$ cat src/rtl/px_spi_pkg.sv
`default_nettype none
// ============================================================================
// Module  : px_spi_pkg
// Brief   : Shared state encoding and mode-bit indices for the px_spi engine.
// Revision: 1.0
// ============================================================================
package px_spi_pkg;

   typedef enum logic [1:0] {
      ST_IDLE  = 2'd0,
      ST_SETUP = 2'd1,
      ST_SHIFT = 2'd2,
      ST_HOLD  = 2'd3
   } state_t;

   localparam int c_CPOL_BIT = 1;
   localparam int c_CPHA_BIT = 0;

endpackage
`default_nettype wire

$ cat src/rtl/px_spi_clkdiv.sv
`default_nettype none
// ============================================================================
// Module  : px_spi_clkdiv
// Brief   : One-cycle tick every 2**div_clk clk cycles while enabled.
// Revision: 1.0
// ============================================================================
module px_spi_clkdiv
   import px_spi_pkg::*;
#(
   parameter int DIV_MAX = 3
) (
   input  logic       clk,
   input  logic       rst,
   input  logic [1:0] div_clk,
   input  logic       enable,
   output logic       tick
);

   localparam int c_CNT_W = (DIV_MAX > 0) ? DIV_MAX : 1;

   logic [c_CNT_W-1:0] r_cnt;
   logic [c_CNT_W-1:0] w_last;
   logic [1:0]         w_div;

   // Out-of-range codes saturate to the slowest legal rate.
   always_comb begin
      w_div  = (int'(div_clk) > DIV_MAX) ? 2'(DIV_MAX) : div_clk;
      w_last = c_CNT_W'((32'd1 << w_div) - 32'd1);
   end

   assign tick = enable && (r_cnt == w_last);

   always_ff @(posedge clk or posedge rst) begin
      if (rst) begin
         r_cnt <= '0;
      end else if (!enable || (r_cnt == w_last)) begin
         r_cnt <= '0;
      end else begin
         r_cnt <= r_cnt + c_CNT_W'(1);
      end
   end

endmodule
`default_nettype wire

$ cat src/rtl/px_spi_shifter.sv
`default_nettype none
// ============================================================================
// Module  : px_spi_shifter
// Brief   : SPI master serial engine (SETUP/SHIFT/HOLD), modes 0-3, div 1..8.
//           Optional LSB-first support when PX_SPI_LSB_FIRST_EN is defined.
// Revision: 1.0
// ============================================================================
module px_spi_shifter
   import px_spi_pkg::*;
#(
   parameter int DATA_W  = 8,
   parameter int DIV_MAX = 3
) (
   input  logic              clk,
   input  logic              rst,
   input  logic              start,
   input  logic [DATA_W-1:0] data_t,
   input  logic [1:0]        mode,
   input  logic [1:0]        div_clk,
`ifdef PX_SPI_LSB_FIRST_EN
   input  logic              lsb_first,
`endif
   input  logic              miso,
   output logic              sclk,
   output logic              mosi,
   output logic              cs_n,
   output logic [DATA_W-1:0] data_r,
   output logic              busy,
   output logic              done
);

   localparam int c_EDGE_W = $clog2(2*DATA_W) + 1;
   localparam logic [c_EDGE_W-1:0] c_LAST_EDGE = c_EDGE_W'(2*DATA_W - 1);

   state_t              r_state;
   logic                r_cpol, r_cpha, r_lsb;
   logic [1:0]          r_div;
   logic [c_EDGE_W-1:0] r_edge;
   logic [DATA_W-1:0]   r_tx, r_rx, r_data_r;
   logic                r_sclk, r_mosi, r_cs_n, r_busy, r_done;
   logic                w_tick, w_lsb_in, w_sample;

`ifdef PX_SPI_LSB_FIRST_EN
   assign w_lsb_in = lsb_first;
`else
   assign w_lsb_in = 1'b0;
`endif

   function automatic logic front(input logic [DATA_W-1:0] v, input logic lsb);
      return lsb ? v[0] : v[DATA_W-1];
   endfunction

   function automatic logic [DATA_W-1:0] advance(input logic [DATA_W-1:0] v, input logic lsb);
      return lsb ? {1'b0, v[DATA_W-1:1]} : {v[DATA_W-2:0], 1'b0};
   endfunction

   px_spi_clkdiv #(.DIV_MAX(DIV_MAX)) u_clkdiv (
      .clk     (clk),
      .rst     (rst),
      .div_clk (r_div),
      .enable  (r_state != ST_IDLE),
      .tick    (w_tick)
   );

   // Even edge counts are leading edges; CPHA selects sample vs. drive on them.
   assign w_sample = (~r_edge[0]) ^ r_cpha;

   always_ff @(posedge clk or posedge rst) begin
      if (rst) begin
         r_state  <= ST_IDLE;
         r_cpol   <= 1'b0;
         r_cpha   <= 1'b0;
         r_lsb    <= 1'b0;
         r_div    <= 2'd0;
         r_edge   <= '0;
         r_tx     <= '0;
         r_rx     <= '0;
         r_data_r <= '0;
         r_sclk   <= 1'b0;
         r_mosi   <= 1'b0;
         r_cs_n   <= 1'b1;
         r_busy   <= 1'b0;
         r_done   <= 1'b0;
      end else begin
         r_done <= 1'b0;
         case (r_state)
            ST_IDLE: begin
               if (start) begin
                  r_cpol <= mode[c_CPOL_BIT];
                  r_cpha <= mode[c_CPHA_BIT];
                  r_div  <= div_clk;
                  r_lsb  <= w_lsb_in;
                  r_sclk <= mode[c_CPOL_BIT];
                  r_cs_n <= 1'b0;
                  r_busy <= 1'b1;
                  r_edge <= '0;
                  r_rx   <= '0;
                  if (mode[c_CPHA_BIT]) begin
                     r_mosi <= 1'b0;
                     r_tx   <= data_t;
                  end else begin
                     r_mosi <= front(data_t, w_lsb_in);
                     r_tx   <= advance(data_t, w_lsb_in);
                  end
                  r_state <= ST_SETUP;
               end
            end
            ST_SETUP: begin
               if (w_tick) r_state <= ST_SHIFT;
            end
            ST_SHIFT: begin
               if (w_tick) begin
                  r_sclk <= ~r_sclk;
                  if (w_sample) begin
                     r_rx <= r_lsb ? {miso, r_rx[DATA_W-1:1]} : {r_rx[DATA_W-2:0], miso};
                  end else begin
                     r_mosi <= front(r_tx, r_lsb);
                     r_tx   <= advance(r_tx, r_lsb);
                  end
                  if (r_edge == c_LAST_EDGE) begin
                     r_edge  <= '0;
                     r_state <= ST_HOLD;
                  end else begin
                     r_edge <= r_edge + c_EDGE_W'(1);
                  end
               end
            end
            ST_HOLD: begin
               if (w_tick) begin
                  r_state  <= ST_IDLE;
                  r_cs_n   <= 1'b1;
                  r_busy   <= 1'b0;
                  r_done   <= 1'b1;
                  r_mosi   <= 1'b0;
                  r_data_r <= r_rx;
               end
            end
            default: r_state <= ST_IDLE;
         endcase
      end
   end

   assign sclk   = r_sclk;
   assign mosi   = r_mosi;
   assign cs_n   = r_cs_n;
   assign data_r = r_data_r;
   assign busy   = r_busy;
   assign done   = r_done;

endmodule
`default_nettype wire

$ cat config.mk
export PLATFORM = sky130hd
export DESIGN_NAME = px_spi_shifter
export DESIGN_NICKNAME = d
export VERILOG_FILES = /design/src/rtl/px_spi_pkg.sv /design/src/rtl/px_spi_clkdiv.sv /design/src/rtl/px_spi_shifter.sv
export SDC_FILE = /design/constraint.sdc
export NUM_CORES = 1
export LEC_CHECK = 0
export CORE_ASPECT_RATIO = 0.5
export CORE_MARGIN = 5
export CORE_UTILIZATION = 30
export DETAILED_ROUTE_END_ITERATION = 6
export PLACE_DENSITY_LB_ADDON = 0.12
export RECOVER_POWER = 50
export SYNTH_ARGS = -nofsm -noshare
export SYNTH_HDL_FRONTEND = slang
export SYNTH_SLANG_ARGS = --single-unit
export TNS_END_PERCENT = 30
$ cat constraint.sdc
create_clock -name clk -period 4.6 [get_ports clk]
set_clock_uncertainty 0.15 [all_clocks]
set_input_delay 0.69 -clock clk [delete_from_list [all_inputs] [get_ports clk]]
set_output_delay 0.69 -clock clk [all_outputs]
set_load 0.02 [all_outputs]
==> run summary, run 1 <==
The flow ran to the end, and the final reports show no timing, DRC or antenna violations. The critical path's top delay family is adder cells. The synthesized netlist devotes 9.67% of its cell area to compound gates.

The setup slack at placement was 1.65 ns. For the all-layer global routing usage, the log shows 10.2%. In the post-route analysis, the smallest setup slack over all paths is 1.64 ns. Traced cell by cell, the critical path runs through inv_1 > ha_1 > nand2b_1 > nor4b_1 > a211o_1 > mux2_4.

The tools report the post-synthesis instance total as 201. After synthesis, the largest family of logic cells by area is multiplexers. The die is 71.3 um tall. Adder-cell area share of the yosys netlist: 3.89%. The floorplan step defined a die boundary enclosing 9440 um2.

For the pin with the worst max-slew slack, the measured transition is 1.25 ns. Clock-pin slew was measured on the worst setup and hold paths at 0.06 ns. The number of gates resized after CTS was 0.

The total overflow left after global routing is 0. The DRC marker count from the first detailed-route iteration is 42. The power density relative to cell area works out to 631 nW/um2. Setup violations remaining at the end of the flow were counted as 0. The data required time at the worst endpoint came out at 4.62 ns. The tools report the final HPWL from detailed placement as 3330 um. Entering global routing, the biggest net connects 35 pins. The switching part of the total power was 38.0%. For the critical path arrival, the log shows 2.97 ns. The share of synthesized area in the top cell type comes to 45.6%. On the critical path, the stage with the largest delay is an instance of sky130_fd_sc_hd__ha_1. Post-CTS timing repair inserted 0 buffers for setup.

The final layout contains 252 nets. Dividing the detail-routed wire length by the instance count gives 14.2 um. After detailed routing, the number of remaining DRC violations is 0. The number of distinct library cells after synthesis was 41; the static leakage power was 1.23 nW.

For this block, the routed nets add up to 4620 um of wire. The floorplan step set the die width to 133 um. Dividing the final minimum period by the clock period gives 64.2%. After synthesis the netlist holds a flip-flop and latch count of 42.

The worst setup path is launched from a flip-flop. The logs give 29 for the number of placed I/O pins and 0 for the antenna cell count. During placement, the flow inserted port buffers numbering 28. The number of buffers and inverters on the critical path is 1. Of all nets on the critical path, the largest fanout is 34. The part of the power in registers was 34.1%. The share of the Yosys chip area taken by registers is 46.7%. The later pin in the worst-skew pair is clocked with a latency of 0.29 ns. The first global-routing pass estimated 7820 um of wire. sky130_fd_sc_hd__dfrtp_1 takes more of the synthesized area than any other cell. The run gives 44.8% as the combinational power share. In this run the cell area measured after placement is 2630 um2.

Area growth from synthesis to final layout: 22.8%. After synthesis, the cell types taking the most area are sky130_fd_sc_hd__dfrtp_1 46%, sky130_fd_sc_hd__mux2_2 10%, sky130_fd_sc_hd__mux2i_1 4.9%. The most instantiated flip-flop cell in the synthesis netlist is sky130_fd_sc_hd__dfrtp_1.

Including well taps, the total number of placed cells is 318. The number of buffers inserted by hold repair at cts is 0, and the number of antenna violations at the first check in global routing is 0. Capturing element type of the critical path: a flip-flop. The overall power after layout is 1.74 mW, and the highest clock rate is 0.338 GHz. The initial utilization of the core area, before any placement, comes to 30.7%.

The count of pins over their slew limit was 0; the total negative slack was 0 ns. The clock network is responsible for 21.1% of the overall power. For this run, the number of Yosys warnings is 0.

TritonCTS built the clock tree. The run gives 0 as the count of endpoints failing hold in the final timing report. The total nets after synthesis was 224. The simple logic cell fraction of the synthesized area was 15.8%. In this run the remaining antenna-violating nets after routing total 0. The tools report the number of cells in the finished layout apart from fillers as 326. Across the run, the number of max-cap violations was 0. Cells with a size suffix above 1 make up 17.8% of the layout. The delay of the slowest cell on the worst path is 0.87 ns. The library cell used as clock root buffer is sky130_fd_sc_hd__clkbuf_16. A synthesized cell averages 11.2 um2. In this run the deepest clock path goes through 2 buffers.

The type of the worst setup path is reg -> reg. The tools report the worst max-slew margin expressed relative to the limit as 16.9%. Number of global-route vias before repair: 1572. Sorting the synthesized cells by how often they occur yields 41 x sky130_fd_sc_hd__dfrtp_1, 20 x sky130_fd_sc_hd__mux2_2, 13 x sky130_fd_sc_hd__nand2_1, 11 x sky130_fd_sc_hd__mux2i_1.

For this design the total switching power over the nets is 0.663 mW. The path class of the tightest hold or removal check is reg -> reg. Detailed routing inserted a total of 1563 vias. The internal cell power was 1.08 mW. In this run the core area contains 22 standard-cell rows. The share of synthesized area spent on multiplexers is 19.6%. IR analysis of the VDD net gives a maximum drop of 0.000184 V. Setup repair after global routing left no endpoint under its margin. Subtracting the final worst setup slack from the clock period gives 2.96 ns. The final weighted congestion in routability-driven placement is 0.753, and the first-pass detailed-route iteration total is 4. Final non-filler cell area: 2770 um2. The most used standard cell by instance count after synthesis was sky130_fd_sc_hd__dfrtp_1.

The clock tree synthesis step divided the H-tree into 2 levels. The total area inside the core boundary comes to 7320 um2. The number of flops mapped to enable cells by yosys was 0; the async set or reset register ratio after synthesis was 100%.

Buffers inserted during clock tree synthesis total 5. The clock drives 42 sinks. The tools report the post-synth design cell area as 2250 um2. Using the TritonRoute via totals, the vias-per-cell ratio works out to 4.79.

The xor and xnor fraction of the mapped netlist area is 1.17%.
-- final cells by class --
type,instances,area (um2)
clock inverter,3,28.8
multi-input combinational,141,1120
clock buffer,5,125
inverter,10,37.5
tap,96,120
fill,723,4560
sequential,42,1050
timing repair buffer,29,284
-- tightest hold or removal path: stages (launching register included) --
cell,delay [ns]
sky130_fd_sc_hd__dfstp_2,0.37
sky130_fd_sc_hd__inv_1,0.04
sky130_fd_sc_hd__a21oi_1,0.05
-- flip-flops by register name (all words and copies together), names as in the netlist --
name / cells
data_r: 8
r_div: 2
busy: 1
r_state: 2
done: 1
r_tx: 8
u_clkdiv.r_cnt: 3
r_cpha: 1
sclk: 1
r_edge: 5
mosi: 1
cs_n: 1
r_rx: 8
-- through the flow --
step	util, %	hold slack [ns]
after floorplan	-	0.322
after global placement	35.9	0.301
after detailed placement	35.9	0.307
after CTS	38.0	0.317
after global routing	37.8	0.337
final	37.8	0.316
-- metal layers --
metal	up-vias	track usage, %	wire length [um]
met2	26	15.4	1940
met1	758	13.8	2430
met3	2	3.72	209
li1	777	-	-
met5	-	0	0
met4	0	3.11	41
-- logic make-up after synthesis --
family	count (synthesis)
adder cells (fa/ha/maj)	7
AO/OA/AOI/OAI	29
flip-flops	42
buffers and inverters	18
XOR/XNOR	3
AND/OR/NAND/NOR	64
multiplexers	38
-- power groups by stage --
stage          registers, mW  logic, mW  clock network [mW]
2_1_floorplan          0.617      0.569                   0
3_3_place_gp           0.602      0.785                   0
3_5_place_dp           0.603      0.791                   0
4_1_cts                0.597      0.796               0.377
5_1_grt                0.613      0.868               0.398
6_report               0.595      0.781               0.369
-- path summary, 6_finish.rpt --
check / to / start / slack (ns) / cells past startpoint
max: r_tx[7]$_DFFE_PP0P_ / r_state[0]$_DFFE_PP0P_ / 1.64 / 6
min: cs_n$_DFFE_PP1P_ / cs_n$_DFFE_PP1P_ / 0.32 / 2
max reg2reg: r_tx[7]$_DFFE_PP0P_ / r_state[0]$_DFFE_PP0P_ / 1.64 / 6
min reg2reg: cs_n$_DFFE_PP1P_ / cs_n$_DFFE_PP1P_ / 0.32 / 2
max in group asynchronous: r_tx[7]$_DFFE_PP0P_ / rst / 1.85 / 3
min in group asynchronous: data_r[3]$_DFFE_PP0P_ / rst / 0.84 / 2
-- placed cells by master (no fill, tap or decap), types with 2 or more instances in the layout --
master and count:
sky130_fd_sc_hd__mux2i_1 11, sky130_fd_sc_hd__xnor2_1 3, sky130_fd_sc_hd__clkbuf_16 5, sky130_fd_sc_hd__nor4b_1 2, sky130_fd_sc_hd__a211o_1 3, sky130_fd_sc_hd__o211ai_1 4, sky130_fd_sc_hd__ha_1 7, sky130_fd_sc_hd__o21ai_0 10
sky130_fd_sc_hd__nor2_1 7, sky130_fd_sc_hd__a31oi_1 2, sky130_fd_sc_hd__dfrtp_1 41, sky130_fd_sc_hd__a21oi_1 2, sky130_fd_sc_hd__or2_2 2, sky130_fd_sc_hd__mux2_4 7, sky130_fd_sc_hd__or3_1 2, sky130_fd_sc_hd__and2_1 10
sky130_fd_sc_hd__nand3_1 6, sky130_fd_sc_hd__nand2_1 13, sky130_fd_sc_hd__nor3_1 6, sky130_fd_sc_hd__inv_1 10, sky130_fd_sc_hd__o31ai_1 2, sky130_fd_sc_hd__nor2b_1 3, sky130_fd_sc_hd__mux2_2 20, sky130_fd_sc_hd__nand4_1 6
sky130_fd_sc_hd__clkdlybuf4s50_1 27
(Power assumes the default switching activity.)
==> run 2: changes to the inputs <==
==> constraint.sdc (replaced) <==
create_clock -name clk -period 2.9 [get_ports clk]
set_clock_uncertainty 0.15 [all_clocks]
set_input_delay 0.435 -clock clk [delete_from_list [all_inputs] [get_ports clk]]
set_output_delay 0.435 -clock clk [all_outputs]
set_load 0.02 [all_outputs]
==> run 2 against run 1 <==
  * Combinational power rose by 61%
  * Global-route usage increased by 0.99 points
  * Clock power rose by 47%
  * Power is 58% higher
  * Setup slack lost 1.3 ns
  * Critical path type unchanged
==> run summary, run 2 (synthesis results as in run 1) <==
The run finished with clean final reports. For this run, the total global-route usage over all layers was measured as 11.2%. The residual DRC count came out at 0. Data on the critical path is required at its endpoint by 2.92 ns. 29 I/O pins were placed. The cell family contributing the most delay on the critical path is simple AND/OR/NAND/NOR gates.

Input and output buffers added on the ports amount to 28. Setup slack closes at 0.337 ns. The number of antenna violations at the first check in global routing was 0. The deepest clock path buffer count is 2. The number of gates resized after CTS was 0.

The clock network burns 19.7% of the power. After clock tree synthesis, the clock-pin slew on the worst setup and hold paths is 0.06 ns. The pre-antenna-repair detailed-routing pass consisted of 4 iterations. The number of global-route vias before repair was 1731; the area growth from synthesis to final layout was 23.0%. The switching part of the total power works out to 37.7%. The post-route netlist has 18.6% of its cells at a drive strength greater than 1. In the final routed layout, each cell accounts on average for 14.5 um.

The switching power came out at 1.04 mW. The final non-filler cell area is 2770 um2, and the net count reported at finish is 254. Combinational logic is responsible for 46.0% of the overall power. The die width is 133 um. The tools report the number of cells in the finished layout apart from fillers as 327.

Class of the worst hold path: reg -> reg. Along the worst path, the maximum fanout reaches 9. Once placement completed, the tool counted placed cells totaling 320.

Walking the worst path, the cells encountered are or3_1 > nor3_1 > o211ai_2 > mux2_2. Registers are responsible for 34.3% of the overall power. The largest single stage delay on the critical path is 0.74 ns. The library cell used most frequently in the layout, excluding fill and tap cells, is sky130_fd_sc_hd__dfrtp_1. The tree built by TritonCTS fans out to 42 sinks. The first global-routing pass estimated 8440 um of wire.

The count of endpoints failing hold in the final timing report is 0, and the number of buffers inserted by hold repair at cts is 0. The critical path arrival came out at 2.59 ns. Setup repair after global routing left no endpoint under its margin. For the remaining global-route overflow, the log shows 0.

Summed over all layers, the routed wires come to 4760 um. The clock tree synthesis step divided the H-tree into 2 levels. The antenna cell count came out at 0.

Across the run, the number of max-cap violations was 0. Library cell used as clock root buffer: sky130_fd_sc_hd__clkbuf_16. The logs give 0.000289 V for the worst-case vdd ir drop and 0.390 GHz for the highest clock rate. At the later pin of the worst-skew pair, clock insertion delay measures 0.29 ns.

Summing all placed instances gives a cell area of 2640 um2. The transition at the pin with the smallest max-transition slack is 1.07 ns. Across all layers, the routed design uses 1602 vias.

Internal cell power: 1.71 mW. STA classifies the critical path startpoint as a flip-flop. Setup violations remaining at the end of the flow were counted as 0.

For the starting density of the core, the log shows 30.7%. The slowest stage of the critical path is the sky130_fd_sc_hd__nor3_1 cell. The DRC marker count from the first detailed-route iteration was 51; the final weighted congestion in routability-driven placement was 0.755.

The capturing element type of the critical path was a flip-flop. Type of the worst setup path: reg -> reg. Counting both buffers and inverters, the worst setup path holds a total of 0. Residual antenna-violating net count after detailed routing: 0.

At the placement stage, the worst setup path has a slack of 0.454 ns. The tools report the total negative slack as 0 ns. The floorplan die height came out at 71.3 um. The standard cell core area was 7320 um2; the maximum number of pins on one net before global-route repair was 43. The row count is 22, and the post-CTS setup repair buffer count is 0. The static leakage power is 1.25 nW, and the final HPWL from detailed placement is 3350 um. Subtracting the final worst setup slack from the clock period gives 2.56 ns. In the layout the commonest cells are 41 x sky130_fd_sc_hd__dfrtp_1, 22 x sky130_fd_sc_hd__clkdlybuf4s50_1, 20 x sky130_fd_sc_hd__mux2_2, 13 x sky130_fd_sc_hd__nand2_1, 11 x sky130_fd_sc_hd__mux2i_1. TritonCTS built the clock tree.

The count of pins over their slew limit is 0. The final critical path takes up 88.4% of the cycle. The die covers 9440 um2. Dividing the detail-routed via count by the number of cells gives 4.90. The worst max-slew margin expressed relative to the limit was 29.0%; the power density relative to cell area was 993 nW/um2. TritonCTS created 5 clock buffers.
run 2: cell types whose count changed in the layout (fill, tap and decap cells not counted), sizes merged:
cell / delta
buf: +2
clkbuf: +1
clkdlybuf4s50: -5
inv: -2
clkinvlp: +1
clkinv: -1
dlygate4sd3: +5
run 2: layout make-up:
class | count | area (um2)
flip-flops and latches | 42 | 1050
multi-input cells | 141 | 1120
clock inverters | 1 | 7.51
repair buffers | 31 | 300
inverters | 10 | 37.5
clock buffers | 6 | 129
fillers | 763 | 4550
well taps | 96 | 120
run 2: worst paths after layout:
kind                                       from                endpoint  slack (ns)  cells after the start
max reg2reg                r_div[1]$_DFFE_PP0P_   data_r[7]$_DFFE_PP0P_        0.34                      4
max                        r_div[1]$_DFFE_PP0P_   data_r[7]$_DFFE_PP0P_        0.34                      4
min in group asynchronous                   rst     r_rx[3]$_DFFE_PP0P_        0.78                      3
min reg2reg                    cs_n$_DFFE_PP1P_        cs_n$_DFFE_PP1P_        0.32                      2
min                            cs_n$_DFFE_PP1P_        cs_n$_DFFE_PP1P_        0.32                      2
max in group asynchronous                   rst  r_state[1]$_DFFE_PP0P_        1.16                      3
run 2: routing by layer:
layer	vias to the layer above	wire, um	track usage (%)	part of all wire (%)
met5	-	0	0	0
met4	0	82	4.61	1.7
met3	7	255	3.86	5.4
met2	40	2050	17.1	43
met1	779	2370	14.6	50
li1	776	-	-	-
run 2: power by group through the flow:
stage	combinational (mW)	clock, mW	sequential (mW)
after global placement	1.26	0	0.952
after floorplan	0.903	0	0.978
final	1.26	0.542	0.942
after detailed placement	1.28	0	0.954
after global routing	1.41	0.581	0.978
after CTS	1.29	0.559	0.945
run 2: worst register-to-register path: cells and delay by family (launching register included):
family | cells | cell delay (ns)
simple gates | 2 | 1.16
flops | 1 | 0.40
mux | 1 | 0.37
compound gates | 1 | 0.37
run 2: per-stage QoR:
step / hold slack [ns] / total power [mW] / util [%]
floorplan: 0.322 / 1.88 / -
global placement: 0.302 / 2.21 / 36.1
detailed placement: 0.310 / 2.23 / 36.1
CTS: 0.320 / 2.79 / 37.9
global route: 0.343 / 2.97 / 37.8
finish: 0.317 / 2.75 / 37.8
